### src/rtl/pipe_stage_hs.sv
// Pipeline stage register with valid/ready handshake and a 2-entry skid buffer.
// Supports synchronous flush to bubbles and a saturating stall-cycle counter.
module pipe_stage_hs #(
  parameter int DATA_W = 32,
  parameter int CTRL_W = 8,
  parameter int CNT_W  = 16
) (
  input  logic              clk,
  input  logic              rst_n,
  input  logic              in_valid,
  output logic              in_ready,
  input  logic [DATA_W-1:0] in_data,
  input  logic [CTRL_W-1:0] in_ctrl,
  output logic              out_valid,
  input  logic              out_ready,
  output logic [DATA_W-1:0] out_data,
  output logic [CTRL_W-1:0] out_ctrl,
  input  logic              flush,
  input  logic              clr_cnt,
  output logic [1:0]        occupancy,
  output logic [CNT_W-1:0]  stall_cnt
);

  typedef enum logic [1:0] {
    EMPTY = 2'd0,
    ONE   = 2'd1,
    TWO   = 2'd2
  } state_t;

  state_t            state;
  logic              ready_p0;
  logic [DATA_W-1:0] main_data_p0;
  logic [CTRL_W-1:0] main_ctrl_p0;
  logic [DATA_W-1:0] skid_data_p0;
  logic [CTRL_W-1:0] skid_ctrl_p0;
  logic [CNT_W-1:0]  cnt_p0;
  logic              acc;
  logic              pop;

  function automatic logic [CNT_W-1:0] sat_inc(input logic [CNT_W-1:0] v);
    sat_inc = (&v) ? v : v + 1'b1;
  endfunction

  assign in_ready  = ready_p0;
  assign out_valid = (state != EMPTY);
  assign out_data  = main_data_p0;
  assign out_ctrl  = out_valid ? main_ctrl_p0 : '0;
  assign occupancy = state;
  assign stall_cnt = cnt_p0;

  assign acc = in_valid & ready_p0;
  assign pop = out_valid & out_ready;

  // Stage register: main entry drives the outputs, skid holds the overflow
  always_ff @(posedge clk or negedge rst_n) begin
    if (!rst_n) begin
      state        <= EMPTY;
      ready_p0     <= 1'b1;
      main_data_p0 <= '0;
      main_ctrl_p0 <= '0;
      skid_data_p0 <= '0;
      skid_ctrl_p0 <= '0;
    end else if (flush) begin
      state        <= EMPTY;
      ready_p0     <= 1'b1;
      main_ctrl_p0 <= '0;
      skid_ctrl_p0 <= '0;
    end else begin
      case (state)
        EMPTY: begin
          if (acc) begin
            main_data_p0 <= in_data;
            main_ctrl_p0 <= in_ctrl;
            state        <= ONE;
          end
          ready_p0 <= 1'b1;
        end
        ONE: begin
          if (acc && pop) begin
            main_data_p0 <= in_data;
            main_ctrl_p0 <= in_ctrl;
          end else if (acc) begin
            skid_data_p0 <= in_data;
            skid_ctrl_p0 <= in_ctrl;
            state        <= TWO;
            ready_p0     <= 1'b0;
          end else if (pop) begin
            state <= EMPTY;
          end
        end
        TWO: begin
          if (pop) begin
            main_data_p0 <= skid_data_p0;
            main_ctrl_p0 <= skid_ctrl_p0;
            state        <= ONE;
            ready_p0     <= 1'b1;
          end
        end
        default: begin
          state    <= EMPTY;
          ready_p0 <= 1'b1;
        end
      endcase
    end
  end

  // Stall counter: clear wins over increment, flush leaves it alone
  always_ff @(posedge clk or negedge rst_n) begin
    if (!rst_n) begin
      cnt_p0 <= '0;
    end else if (clr_cnt) begin
      cnt_p0 <= '0;
    end else if (out_valid && !out_ready) begin
      cnt_p0 <= sat_inc(cnt_p0);
    end
  end

endmodule
### config.mk
export PLATFORM = sky130hd
export DESIGN_NAME = pipe_stage_hs
export DESIGN_NICKNAME = d
export VERILOG_FILES = /design/src/rtl/pipe_stage_hs.sv
export SDC_FILE = /design/constraint.sdc
export NUM_CORES = 1
export LEC_CHECK = 0
export BUFFER_PORTS_ARGS = -buffer_cell sky130_fd_sc_hd__buf_2
export CORE_ASPECT_RATIO = 1.1
export CORE_MARGIN = 2
export CORE_UTILIZATION = 50
export CTS_CLUSTER_SIZE = 28
export DETAILED_ROUTE_END_ITERATION = 10
export GPL_TIMING_DRIVEN = 0
export PLACE_DENSITY = 0.85
export SETUP_SLACK_MARGIN = 0.4
export SLEW_MARGIN = 20
export SYNTH_ARGS = -nofsm -noshare
export SYNTH_HDL_FRONTEND = slang
export SYNTH_SLANG_ARGS = --single-unit
### constraint.sdc
create_clock -name clk -period 2.4 [get_ports clk]
set_input_delay 0.24 -clock clk [delete_from_list [all_inputs] [get_ports clk]]
set_output_delay 0.24 -clock clk [all_outputs]
set_load 0.1 [all_outputs]
==> results.md <==
- Status: completed
- Max Cap Viol: 0
- Compound-gate portion of the synthesized area: 0.136
- Sw Pwr: 0.00192 W
- Kind of cell adding the most delay to the critical path: flip-flops
- Initial Utilization: 0.518
- Ys Warns: 0
- Worst skew pair latency: 360 ps
- Worst path cell trace: nand2_2, nor4_4, buf_2, mux2_2
- CTS Root Cell: clkbuf_8
- Critical path data arrival time: 2150 ps
- Post-synth net total: 455
- Clk pin slew, worst setup/hold paths: 100 ps
- Yosys reg bits: 99
- Vias post-DR: 3575
- Mapped Cells: 408
- Final antenna-violating net count: 0
- Num CTS Buffers: 9
- H-tree depth: 3
- Core Rows: 36
- Die width: 95.9 microns
- Critical Path Start: in_ready$_DFFE_PN1P_
- FFs w/ async S/R, synth: 1.00
- Post-Syn Area: 4640 sq um
- Switching share of power: 0.405
- I/O Pins: 106
- Largest net degree at the start of global routing: 52
- Adder-Cell Fraction of Synth Area: 0.00269
- Pint: 0.00281 W
- CORE AREA: 8960 sq um
- Syn Area/Cell: 11.4 sq um
- Antenna diodes: 0
- Leading area contributor after synthesis: dfrtp_1
- Worst vdd ir: 0.639 mV
- Maximum root-to-sink buffer count: 2
- Share of layout cells above drive strength 1: 0.394
- Clk pwr share: 0.224
- Placed Cells: 626
- Final net count: 575
- Vias in the first global route: 3552
- Worst Hold Class: input port to flop
- CTS tree: built
- Chip height: 105 microns
- Hold Slack: 118 ps
- WL final: 10.3 mm
- CP required: 2640 ps
- Yosys top cell area share: 0.528
- Most used DFF post-synth: dfrtp_1
- WS Path Type: flop to flop
- Post-synthesis mux area share: 0.190
- Worst Clk Skew: 8.98 ps
- Total track usage: 0.217
- Pins over their slew limit: 0
- Leading cell types in the layout, fill and taps excluded: buf_2 (102), dfrtp_1 (80), o21ai_0 (63)
- Gr ovfl total: 0
- Worst path max stage delay: 650 ps
- Largest family of logic cells by synthesized area: multiplexers
- Min-delay src: in_data[9]
- Area contributors post-synth: dfrtp_1 (53%), mux2i_1 (11%), mux2_2 (8.2%)
- # setup viols final: 0
- Area grow syn2layout: 24.0%
- Post-Layout Cell Count: 647
- Full die area: 10100 sq um
- R2r startpoint: in_ready$_DFFE_PN1P_
- Initial antenna violation count: 0
- Critical Path Source Type: flop
- Crit path capture type: flop
- Leakage dissipation: 2.50 nW
- Routed vias/inst: 5.53
- Sequential share of the synthesized area: 0.534
- Sequential share of power: 0.445
- Residual DRC: 0
- Yosys cell types: 43
- Routed len/inst: 15.9 microns
- Logic pwr share: 0.331
- Slowest CP cell: dfstp_4
- Number of flops mapped to enable cells by yosys: 0
- Final Cycle Share: 0.794
- Final Hold Fails: 0
- Fmax: 525 MHz
- Clock sinks: 99
- RSZ-0062 raised after global routing: no
- Xor and xnor fraction of the mapped netlist area: 0.00189
- Most common cell after layout, fill and taps aside: buf_2
- First-pass GRT wire length: 17.3 mm
- Worst-path fanout max: 10
- WP buf/inv: 1
- Initial DRC count: 118
- Gpl congestion: 0.853
- Power Density: 821 nW/um^2
- Headroom to the max-slew limit: 0.661
- DP HPWL: 7.42 mm
- IO buf count: 103
- Crit path time final: 1900 ps
- DR pass1 iterations: 4
- Overall Power: 0.00473 W
- Slew @ Worst Pin: 512 ps
- Simple-gate portion of the synthesized area: 0.103
-- power groups by stage --
stage	registers (W)	logic (W)	clock network, W
CTS	0.00210	0.00157	0.00109
global route	0.00214	0.00165	0.00115
floorplan	0.00289	0.000462	0
global placement	0.00212	0.00152	0
detailed placement	0.00213	0.00155	0
finish	0.00210	0.00157	0.00106
-- area by class of cell --
type,instances,area [sq um]
repair buffers,109,622
clock buffers,10,128
flip-flops and latches,99,2530
well taps,114,143
plain buffers,27,144
multi-input cells,277,2100
inverters,5,22.5
fillers,718,3210
clock inverters,6,65.1
-- path summary, 6_finish.rpt --
path / end / slack [ps] / cells after the start
max in group asynchronous: stall_cnt[12]$_DFFE_PN0P_ / 1380 / 3
worst max-delay path: skid_data_p0[7]$_DFFE_PN0P_ / 500 / 4
worst min-delay path: skid_data_p0[9]$_DFFE_PN0P_ / 120 / 2
worst min register to register: skid_data_p0[18]$_DFFE_PN0P_ / 510 / 1
min in group asynchronous: skid_data_p0[29]$_DFFE_PN0P_ / 380 / 2
worst max register to register: skid_data_p0[7]$_DFFE_PN0P_ / 500 / 4
-- worst reg2reg max path: stages (launching register included) --
cell and delay, ps:
dfstp_4 650, nand2_2 120, nor4_4 310, buf_2 340, mux2_2 370
-- cell usage after synthesis, types with 2 or more instances --
| library cell | count |
|---|---|
| nand2b_1 | 2 |
| nor3_1 | 2 |
| buf_1 | 2 |
| nor4_1 | 4 |
| buf_4 | 3 |
| o21ai_1 | 8 |
| nand4_1 | 2 |
| inv_1 | 5 |
| clkbuf_1 | 12 |
| nor2_1 | 26 |
| or4_1 | 5 |
| mux2_2 | 34 |
| o21ai_0 | 63 |
| o31ai_1 | 6 |
| nor2b_1 | 13 |
| dfrtp_1 | 98 |
| mux2i_1 | 50 |
| and3_1 | 2 |
| nand3_1 | 6 |
| buf_2 | 9 |
| nand4_2 | 2 |
| o21bai_1 | 2 |
| a21oi_1 | 13 |
| nand2_1 | 9 |
| a211oi_1 | 8 |
| or3_1 | 5 |
-- repair_timing --
item,4_1_cts,5_1_grt
pin swaps,2,1
resized for setup,0,21
hold buffers,1,0
cloned,0,0
setup buffers,2,2
setup endpoints to repair,11,20
hold endpoints to repair,47,0
-- sequential cells by signal (all words and copies together), names as in the netlist --
signal	flops
out_data	32
skid_data_p0	32
stall_cnt	16
main_ctrl_p0	8
skid_ctrl_p0	8
occupancy	2
in_ready	1
-- kinds of logic after synthesis --
| kind of cell | after synthesis |
|---|---|
| compound gates | 106 |
| xor+xnor | 1 |
| fa+ha+maj | 1 |
| buf+inv | 32 |
| flops | 99 |
| mux | 84 |
| simple gates | 85 |
-- stage by stage --
stage                     setup WS, ps   util  TNS (ps)  area, sq um
final                              495  0.642         0         5760
after CTS                          419  0.637         0         5710
after global placement            -180  0.608     -2240         5450
after global routing               402  0.642         0         5760
after detailed placement           392  0.612         0         5480
after floorplan                    352      -         0         4790
-- layer usage --
layer,vias up,GRT usage,wire length [microns]
met2,88,0.343,5070
met3,9,0.0642,672
met1,1768,0.291,4460
met5,-,0,0
met4,0,0.0561,105
li1,1710,-,-
(Power assumes the default switching activity.)
